File: config.mk
export PLATFORM = sky130hd
export DESIGN_NAME = seven_segment_scheduler
export DESIGN_NICKNAME = d
export VERILOG_FILES = /design/src/rtl/seven_segment_scheduler.sv
export SDC_FILE = /design/constraint.sdc
export NUM_CORES = 1
export LEC_CHECK = 0
export ABC_AREA = 1
export CAP_MARGIN = 15
export CELL_PAD_IN_SITES_DETAIL_PLACEMENT = 0
export CELL_PAD_IN_SITES_GLOBAL_PLACEMENT = 2
export CORE_ASPECT_RATIO = 0.5
export CORE_MARGIN = 2
export CORE_UTILIZATION = 23
export DETAILED_ROUTE_END_ITERATION = 12
export GPL_ROUTABILITY_DRIVEN = 0
export MAX_ROUTING_LAYER = met4
export PLACE_DENSITY = 0.87
export SYNTH_ARGS = -nofsm -noshare
export SYNTH_HDL_FRONTEND = slang
export SYNTH_SLANG_ARGS = --single-unit
export TNS_END_PERCENT = 20
File: constraint.sdc
create_clock -name clk -period 2.8 [get_ports clk]
set_input_delay 0.28 -clock clk [delete_from_list [all_inputs] [get_ports clk]]
set_output_delay 0.28 -clock clk [all_outputs]
set_load 0.02 [all_outputs]
File: src/rtl/seven_segment_scheduler.sv
// Multiplexes up to four 32-bit debug sources onto the shared seven-segment driver,
// generating its divided clock and reset and rotating source pages automatically or by hand.
module seven_segment_scheduler #(
  parameter int NUM_SRC    = 4,
  parameter int PRESCALE   = 50000,
  parameter int PAGE_TICKS = 1000
) (
  input  logic                 clk,
  input  logic                 rstN,
  input  logic [NUM_SRC*32-1:0] srcData,
  input  logic [NUM_SRC-1:0]   srcValid,
  input  logic                 autoScan,
  input  logic [1:0]           manualSel,
  input  logic                 manualHi,
  input  logic                 freeze,
  output logic                 displayClk,
  output logic                 dispRst,
  output logic [31:0]          dispIn,
  output logic [3:0]           dispDot,
  output logic                 dispHi
);

  localparam int PW = $clog2(PRESCALE);
  localparam int CW = $clog2(PAGE_TICKS + 1);

  typedef enum logic [1:0] {IDLE, SHOW_LO, SHOW_HI} state_t;

  state_t          stateReg, stateNext;
  logic [1:0]      idxReg, idxNext;
  logic [CW-1:0]   cntReg, cntNext;
  logic            reenterReg, reenterNext;
  logic [PW-1:0]   prescReg;
  logic [1:0]      riseCnt;
  logic            tick, riseTick, anyValid;
  logic [31:0]     srcArr [4];
  logic [3:0]      validPad;
  logic [31:0]     inNext;
  logic [3:0]      dotNext;
  logic            hiNext;

  // Pad the source list to four entries so missing sources read as invalid zeros.
  generate
    for (genvar gi = 0; gi < 4; gi++) begin : g_pad
      if (gi < NUM_SRC) begin : g_src
        assign srcArr[gi]   = srcData[32*gi +: 32];
        assign validPad[gi] = srcValid[gi];
      end else begin : g_none
        assign srcArr[gi]   = '0;
        assign validPad[gi] = 1'b0;
      end
    end
  endgenerate

  assign tick     = (prescReg == PW'(PRESCALE - 1));
  assign riseTick = tick & ~displayClk;
  assign anyValid = |validPad;

  // Lowest valid index at or after start, wrapping; offsets scanned high to low so the nearest wins.
  function automatic logic [1:0] findValid(input logic [1:0] start, input logic [3:0] valid);
    logic [1:0] res;
    logic [1:0] idx;
    res = start;
    for (int off = 3; off >= 0; off--) begin
      idx = start + 2'(off);
      if (valid[idx]) res = idx;
    end
    return res;
  endfunction

  always_comb begin
    stateNext   = stateReg;
    idxNext     = idxReg;
    cntNext     = cntReg;
    reenterNext = reenterReg;
    if (!autoScan) begin
      idxNext     = manualSel;
      reenterNext = 1'b1;
    end else if (riseTick) begin
      reenterNext = 1'b0;
      if (!anyValid) begin
        stateNext = IDLE;
        cntNext   = '0;
      end else if (stateReg == IDLE || reenterReg) begin
        stateNext = SHOW_LO;
        idxNext   = findValid(idxReg, validPad);
        cntNext   = '0;
      end else if (!validPad[idxReg]) begin
        stateNext = SHOW_LO;
        idxNext   = findValid(idxReg + 2'd1, validPad);
        cntNext   = '0;
      end else if (cntReg == CW'(PAGE_TICKS - 1)) begin
        cntNext = '0;
        if (stateReg == SHOW_LO) begin
          stateNext = SHOW_HI;
        end else begin
          stateNext = SHOW_LO;
          idxNext   = findValid(idxReg + 2'd1, validPad);
        end
      end else begin
        cntNext = cntReg + CW'(1);
      end
    end
  end

  always_comb begin
    inNext  = '0;
    dotNext = '0;
    hiNext  = 1'b0;
    if (!autoScan) begin
      hiNext = manualHi;
      if (int'(manualSel) < NUM_SRC) begin
        inNext  = srcArr[manualSel];
        dotNext = 4'b0001 << manualSel;
      end
    end else if (stateNext != IDLE && int'(idxNext) < NUM_SRC) begin
      inNext  = srcArr[idxNext];
      dotNext = 4'b0001 << idxNext;
      hiNext  = (stateNext == SHOW_HI);
    end
  end

  always_ff @(posedge clk) begin
    if (!rstN) begin
      prescReg   <= '0;
      displayClk <= 1'b0;
      riseCnt    <= '0;
      dispRst    <= 1'b1;
      stateReg   <= IDLE;
      idxReg     <= '0;
      cntReg     <= '0;
      reenterReg <= 1'b0;
      dispIn     <= '0;
      dispDot    <= '0;
      dispHi     <= 1'b0;
    end else begin
      prescReg   <= tick ? '0 : prescReg + PW'(1);
      displayClk <= displayClk ^ tick;
      if (riseTick && riseCnt != 2'd2) riseCnt <= riseCnt + 2'd1;
      if (riseTick && riseCnt == 2'd1) dispRst <= 1'b0;
      stateReg   <= stateNext;
      idxReg     <= idxNext;
      cntReg     <= cntNext;
      reenterReg <= reenterNext;
      if (!freeze) dispIn <= inNext;
      dispDot    <= dotNext;
      dispHi     <= hiNext;
    end
  end

endmodule
Word level (Yosys, flattened, before mapping)
Index checks and enable logic that the tools add are counted.
{ "word_totals": {"inputBits": 139, "output_inout_bits": 39, "ff_bits": 72, "word_cells": 106} }
{ "op_classes": {"n_shift": 2, "bitwise_logic": 6, "eq_ne": 7, "reduce_logical": 8, "addsub": 9, "mux": 54, "order_cmp": 9} }
{ "ops": {"columns": ["op", "count"], "rows": [
  ["$mux W32", 6],
  ["$bmux W32 S2", 2],
  ["$mux W2", 22],
  ["$mux W10", 4],
  ["$lt A2 B3 Y1 const B", 7],
  ["$add A16 B1 Y16 const B", 1],
  ["$eq A16 B16 Y1 const B", 1],
  ["$bmux W1 S2", 7],
  ["$mux W1", 11],
  ["$add A10 B1 Y10 const B", 1],
  ["$eq A10 B10 Y1 const B", 1],
  ["$add A2 B2 Y2 const B", 4],
  ["$mux W4", 2],
  ["$shl A1 B2 Y4 const A", 2],
  ["$add A2 B1 Y2 const B", 3],
  ["$ge A3 B3 Y1 const B", 2],
  ["$not A2 Y3", 2],
  ["$eq A2 B1 Y1 const B", 2],
  ["$reduce_or A4 Y1", 1],
  ["$eq A2 B2 Y1 const B", 1],
  ["$logic_and A1 B1 Y1", 2],
  ["$logic_not A2 Y1", 1],
  ["$ne A2 B1 Y1 const B", 1],
  ["$ne A2 B2 Y1 const B", 1],
  ["7 further kinds", 8]
]} }

Depth between registers and ports, before layout
Gate-level depths: netlist of the first run.
{ "depth": {"depth_word": 21, "ltp_mapped": 21, "mapped_depth_nobuf": 19} }

Least setup slack after synthesis of the first run
Ideal clock, no wire load.
{ "synth_timing": {"path_kind": "register to register", "start": "reg prescReg[0]", "end": "reg dispIn[14]", "setup_time_ns": 0.066, "setup_slack_ns": 0.414, "path_buffers": 2, "t_arrival_ns": 2.320, "stages_incl_launch_ff": 17, "t_required_ns": 2.734, "synth_period_minus_slack_ns": 2.386, "cell_sequence": "dfxtp_1 ha_1 nand2_1 nor2_1 inv_1 nor3_1 ha_1 nand2_1 inv_1 clkbuf_1 a31oi_1 nand2_1 nand2_1 inv_2 buf_2 nand2_1 a21oi_2"} }
{ "synth_between": {"elab_chain_len": 10, "word_cells_on_any_way": 13, "classes_between": "1 x eq/ne; 9 x mux; 2 x bitwise; 1 x reduce/logical"} }
{ "synth_rtl": {"columns": ["item", "line_no", "rtl"], "rows": [
  ["from (decl)", "32", "logic [PW-1:0] prescReg;"],
  ["from (signal assigned)", "136", "prescReg <= tick ? '0 : prescReg + PW'(1);"],
  ["$eq A16 B16 Y1 *", "54", "assign tick = (prescReg == PW'(PRESCALE - 1));"],
  ["$and A1 B1 Y1 *", "55", "assign riseTick = tick & ~displayClk;"],
  ["$mux W2", "78", "end else if (riseTick) begin"],
  ["$mux W2", "75", "if (!autoScan) begin"],
  ["$not A2 Y3 (not written as such)", "116", "inNext = srcArr[idxNext];"],
  ["$bmux W32 S2", "116", null],
  ["$mux W32 (not written as such) (2 in a row)", "116", null],
  ["$mux W32 *", "115", "end else if (stateNext != IDLE && int'(idxNext) < NUM_SRC) begin"],
  ["$mux W32 *", "109", "if (!autoScan) begin"],
  ["to (signal assigned)", "144", "if (!freeze) dispIn <= inNext;"],
  ["to (decl)", "18", "output logic [31:0] dispIn,"]
]} }
Mark *: on every way between the ends. The rest lies on a longest branch, timed or not. The select of a mux whose other input is x is not followed.
A chain may end at the register's enable or synchronous reset.

Worst setup path after layout of the first run
{ "layout_timing": {"start": "reg prescReg[7]", "end": "reg dispIn[27]"} }
The elaborated chain is that of the path after synthesis.

==> impl_metrics.ini, run 1 <==
[setup_path]
crit_type = reg2reg
required_ps = 3020
path_max_fanout = 9
critPathLaunchType = flop
cp.arrival_ps = 2880
crit_path_end_kind = flop

[clock_tree]
cts_tree = yes
clock-sinks = 72
path_clk_slew_ps = 60
cts_root_buffer = clkbuf_16
clockBufferDepth = 2
cts-buffers-inserted = 9
clk_latency_ps = 350
htreeDepth = 3

[yosys]
syn_area_um2 = 5770
syn_nets = 1155
yosysWarningCount = 0
synth_cells = 1011
synth_cell_types = 35
syn_avg_cell_area_um2 = 5.70
ys_seq_area_frac = 0.250
ys_ff_latch = 72

[placed_design]
place_hpwl_um = 17000
port_buffers = 177
post_dp_cell_area_um2 = 7950

[pwr]
pwr-share-clk = 0.374
seqPwrFrac = 0.325
p_sw_frac = 0.310
power_w = 0.00337
pwr-share-comb = 0.301
vdd_ir_drop_max_mv = 0.267
p_switching_w = 0.00105
leakage_nw = 3.64
cellPowerDensity_nw_per_um2 = 391
p_int_w = 0.00233

[global_route]
grt_max_degree = 40
antenna_found_initial = 0
grt_pass1_vias = 7105
grt_pass1_wl_um = 38100
grt_usage = 0.187
grt-ovfl-total = 0

[timing]
hold_viol = 0
slew_violations = 0
fmax_mhz = 377
layout_min_cycle_time_ps = 2660
skew_ps = 8.22
slew-limit-headroom = 0.237
tightest_slew_ps = 1140
finalSetupViolCount = 0
rsz0062_at_grt = true
fin_crit_sh = 0.948

[floorplan]
die_h_um = 116
dieWidth_um = 228
io_pins = 178
fp.coreArea_um2 = 24300
dieArea_um2 = 26400
fp-row-count = 40
start_util = 0.237

[cells_and_area]
final_cell_mix = 404 x nand2_1, 177 x clkdlybuf4s50_1, 129 x nand3_1
fillers = 2625
nets = 1320
final_common_cell = nand2_1
drive_gt1_frac = 0.104
fin_util = 0.355
fin_area_um2 = 8640
syn2layout_area_growth_pct = 49.8

[routing]
postRouteAntennaNets = 0
drt_iter0_drc = 812
vias_per_cell = 4.97
vias = 7538
routedWlPerCell_um = 16.8
first_pass_iters = 6
drc = 0
finalWirelength_um = 25500

[flow_run]
drv_cap = 0

[hold_path]
hold_path_class = reg2reg

[run_status]
status = complete, no violations
==> state kept, by name (all words and copies together) (netlist names) <==
| register | count |
|---|---|
| prescReg | 16 |
| displayClk | 1 |
| dispDot | 4 |
| stateReg | 2 |
| reenterReg | 1 |
| dispRst | 1 |
| dispIn | 32 |
| cntReg | 10 |
| riseCnt | 2 |
| idxReg | 2 |
| dispHi | 1 |
==> cells in the mapped netlist, drive strengths merged <==
cell type,number,share of area
nand3,150,0.14
nand2,412,0.27
o22ai,1,0.0011
a221oi,1,0.0015
dfxtp,72,0.25
inv,56,0.036
nor2,40,0.026
ha,5,0.011
a21oi,90,0.085
nor4,5,0.0054
a21boi,1,0.0013
nand4,35,0.038
xor2,4,0.0061
xnor2,1,0.0015
nor3b,4,0.0052
clkbuf,40,0.026
o21ai,45,0.040
a31oi,3,0.0033
nor3,10,0.0087
a211oi,2,0.0026
buf,29,0.035
or2,2,0.0022
o21bai,3,0.0039
==> power groups by stage <==
stage	clock network, W	registers [W]	logic [W]
after floorplan	0	0.00115	0.000469
after global placement	0	0.00112	0.000960
after detailed placement	0	0.00112	0.000965
after CTS	0.00129	0.00110	0.000970
after global routing	0.00133	0.00110	0.00111
final	0.00126	0.00110	0.00102
==> layer usage <==
metal  GRT usage  routed length (µm)  share of wire
met5           -                   0              0
met4      0.0662                 495          0.019
met3      0.0263                1260          0.049
met2       0.325               12600           0.49
met1       0.223               11200           0.44
==> cell families (layout without fill, tap and decap cells) <==
kind of cell | Yosys count | after routing | synth area share
AOI/OAI and AO/OA | 146 | 146 | 0.138
other | 0 | 1 | 0
xor gates and xnor gates | 5 | 5 | 0.00760
and+or+nand+nor | 658 | 658 | 0.496
buffers and inverters | 125 | 294 | 0.0974
adders and majority gates | 5 | 5 | 0.0109
DFF | 72 | 72 | 0.250
==> final timing paths <==
check | to | startpoint | cells past startpoint | slack (ps)
setup / recovery | dispIn[27]$_SDFFE_PN0N_ | prescReg[7]$_SDFF_PP0_ | 19 | 140
hold / removal | reenterReg$_SDFFE_PN0P_ | reenterReg$_SDFFE_PN0P_ | 2 | 450
hold reg to reg | reenterReg$_SDFFE_PN0P_ | reenterReg$_SDFFE_PN0P_ | 2 | 450
setup reg to reg | dispIn[27]$_SDFFE_PN0N_ | prescReg[7]$_SDFF_PP0_ | 19 | 140
==> timing repair <==
action / in CTS / in global routing
pin swaps: 0 / 18
buffers inserted: 0 / 5
hold buffers: 0 / 0
cloned: 0 / 8
endpoints found under the setup margin: 4 / 37
gates resized for setup: 1 / 34
==> worst max-delay path, cell delays in order (launching register included) <==
cell       delay [ps]
dfxtp_4           360
nor4_4            250
nand4_1           140
nor3_2            240
ha_2              240
inv_2              60
nor2_4             90
nand2_1            90
nor2_4            120
nand2_1            90
nand2_2            80
nand3_4            80
buf_12            170
clkbuf_16         170
nand3_1            70
nand2_1            60
nand2_1            50
nand2_1            50
nand2_1            60
a21oi_2            50
==> per-stage QoR <==
stage          instances  worst slack (ps)  setup TNS [ps]  hold WS [ps]
3_5_place_dp        1488             -22.5           -22.5           448
5_1_grt             1516             -36.0            -603           488
4_1_cts             1503              9.77               0           456
2_1_floorplan       1011               414               0           418
3_3_place_gp        1488              74.5               0           430
6_report            1517               144               0           453
==> final cells by class <==
type / instances / area [µm²] / area share
clock inverter: 5 / 81.3 / 0.00942
inverter: 56 / 215 / 0.0249
tap: 336 / 420 / 0.0487
timing repair buffer: 223 / 2340 / 0.271
multi-input combinational: 814 / 3890 / 0.451
clock buffer: 10 / 239 / 0.0277
sequential: 72 / 1450 / 0.168
antenna: 1 / 2.50 / 0.000290
Power figures use the tool's default switching activity.
==> run 2, diff against run 1 <==
Settings changed: CELL_PAD_IN_SITES_DETAIL_PLACEMENT 0 to 2.
==> impl_metrics.ini, run 2 (synthesis gave the netlist of run 1 again) <==
[global_route]
grt_usage = 0.271
grt-ovfl-total = 0
grt_pass1_wl_um = 53700
antenna_found_initial = 2
grt_max_degree = 40
grt_pass1_vias = 9551

[floorplan]
dieWidth_um = 228
fp.coreArea_um2 = 24300
io_pins = 178
die_h_um = 116
dieArea_um2 = 26400
fp-row-count = 40
start_util = 0.237

[placed_design]
place_hpwl_um = 22000
place_inst = 1488
post_dp_cell_area_um2 = 7950
post-place-ws_ps = -168
port_buffers = 177

[setup_path]
crit_type = reg2reg
path_max_fanout = 4
cp.arrival_ps = 3260
regToRegEndpoint = dispIn[23]$_SDFFE_PN0N_
path_common_cell = nand2_1
crit_slowest_cell = dfxtp_2
cp_cell_sequence = ha_4 -> nand2_2 -> nor2_1 -> inv_2 -> nor3_4 -> ha_4 -> inv_4 -> nor2_4 -> nand2_2 -> nor2_4 -> nand3_2 -> nand3_4 -> buf_12 -> clkbuf_16 -> nand3_2 -> nand2_1 -> nand2_1 -> nand2_1 -> nand2_1 -> a21oi_1
reg2reg_slack_ps = -170
cpPeakStageDelay_ps = 360
crit_end = dispIn[23]$_SDFFE_PN0N_
r2r-start = prescReg[0]$_SDFF_PP0_
required_ps = 3090
ff2ff_path_depth = 20
crit_start = prescReg[0]$_SDFF_PP0_
critPathLaunchType = flop
crit_path_end_kind = flop

[clock_tree]
clk_latency_ps = 360
cts_tree = yes
holdBufCountCts = 0
cts-buffers-inserted = 9
htreeDepth = 3
path_clk_slew_ps = 70
clock-sinks = 72
clockBufferDepth = 2
cts_root_buffer = clkbuf_16

[timing]
layout_min_cycle_time_ps = 2970
fin_crit_sh = 1.06
tightest_slew_ps = 1290
fin_ws_ps = -170
skew_ps = 6.50
slew_violations = 0
finalSetupViolCount = 21
fmax_mhz = 337
rsz0062_at_grt = true
slew-limit-headroom = 0.141
hold_viol = 0

[cells_and_area]
final_cells = 1527
fin_area_um2 = 8840
drive_gt1_frac = 0.141
largest_reg_flops = 32
nets = 1327
syn2layout_area_growth_pct = 53.4
fin_util = 0.364
largestRegisters = dispIn (32), prescReg (16), cntReg (10)
final_cell_mix = 391 x nand2_1, 177 x clkdlybuf4s50_1, 119 x nand3_1
top_register = dispIn
final_common_cell = nand2_1

[pwr]
p_int_w = 0.00225
cellPowerDensity_nw_per_um2 = 407
seqPwrFrac = 0.307
power_w = 0.00360
p_switching_w = 0.00135
pwr-share-comb = 0.339
pwr-share-clk = 0.354
leakage_nw = 3.69
vdd_ir_drop_max_mv = 0.316
p_sw_frac = 0.375

[routing]
routedWlPerCell_um = 26.6
vias = 8703
postRouteAntennaNets = 0
vias_per_cell = 5.70
drt_iter0_drc = 738
drc = 0
first_pass_iters = 5
finalWirelength_um = 40700

[hold_path]
hold_path_class = reg2reg

[flow_run]
drv_cap = 0

[run_status]
failed_checks = negative setup slack
status = finished with violations
## run 2: cell types whose count changed in the layout (fill, tap and decap cells not counted), moves of 4 or more
cell       delta
buf_12        +5
nand3_1      -10
nand3_2       +8
nand2_1      -13
buf_4         +7
clkbuf_16     -4
a21oi_2      +12
a21oi_1      -12
nand2_2      +13
## run 2: through the flow
stage / TNS, ps / hold WS, ps
after floorplan: 0 / 418
after global placement: 0 / 430
after detailed placement: -3240 / 456
after CTS: 0 / 463
after global routing: -5730 / 516
final: -1530 / 495
## run 2: power by group through the flow
stage          Combinational [W]  Clock (W)  Sequential (W)
2_1_floorplan           0.000469          0         0.00115
6_report                 0.00122    0.00127         0.00111
3_3_place_gp            0.000960          0         0.00112
3_5_place_dp             0.00101          0         0.00112
4_1_cts                  0.00108    0.00125         0.00110
5_1_grt                  0.00127    0.00131         0.00111
## run 2: critical path, delay by kind of cell, from the launching register on
family	cells	cell delay (ps)
adder cells (fa/ha/maj)	2	320
AO/OA/AOI/OAI	1	150
AND/OR/NAND/NOR	13	1620
flip-flops	1	360
buffers and inverters	4	440
## run 2: area by class of cell
type | instances | area, µm²
tap | 336 | 420
sequential | 72 | 1450
antenna | 3 | 7.51
timing repair buffer | 230 | 2390
fill | 2901 | 15500
clock inverter | 6 | 68.8
clock buffer | 10 | 229
inverter | 56 | 218
multi-input combinational | 814 | 4060
## run 2: routing by layer
layer / GRT usage / part of all wire / vias up
met5: - / 0 / -
li1: - / - / 3682
met2: 0.483 / 0.50 / 456
met3: 0.0468 / 0.056 / 211
met4: 0.190 / 0.064 / 0
met1: 0.279 / 0.38 / 4354
## run 2: worst min-delay path by stage
stage / start / to / cells after the start
2_1_floorplan: prescReg[0]$_SDFF_PP0_ / prescReg[0]$_SDFF_PP0_ / 1
3_3_place_gp: prescReg[0]$_SDFF_PP0_ / prescReg[0]$_SDFF_PP0_ / 1
3_5_place_dp: reenterReg$_SDFFE_PN0P_ / reenterReg$_SDFFE_PN0P_ / 2
4_1_cts: prescReg[0]$_SDFF_PP0_ / prescReg[0]$_SDFF_PP0_ / 1
5_1_grt: reenterReg$_SDFFE_PN0P_ / reenterReg$_SDFFE_PN0P_ / 2
6_report: reenterReg$_SDFFE_PN0P_ / reenterReg$_SDFFE_PN0P_ / 2
## run 2: timing repair
| item | 4_1_cts | 5_1_grt |
|---|---|---|
| cloned | 4 | 2 |
| pin swaps | 7 | 21 |
| endpoints found under the setup margin | 37 | 37 |
| gates resized for setup | 24 | 58 |
| buffers inserted | 6 | 11 |
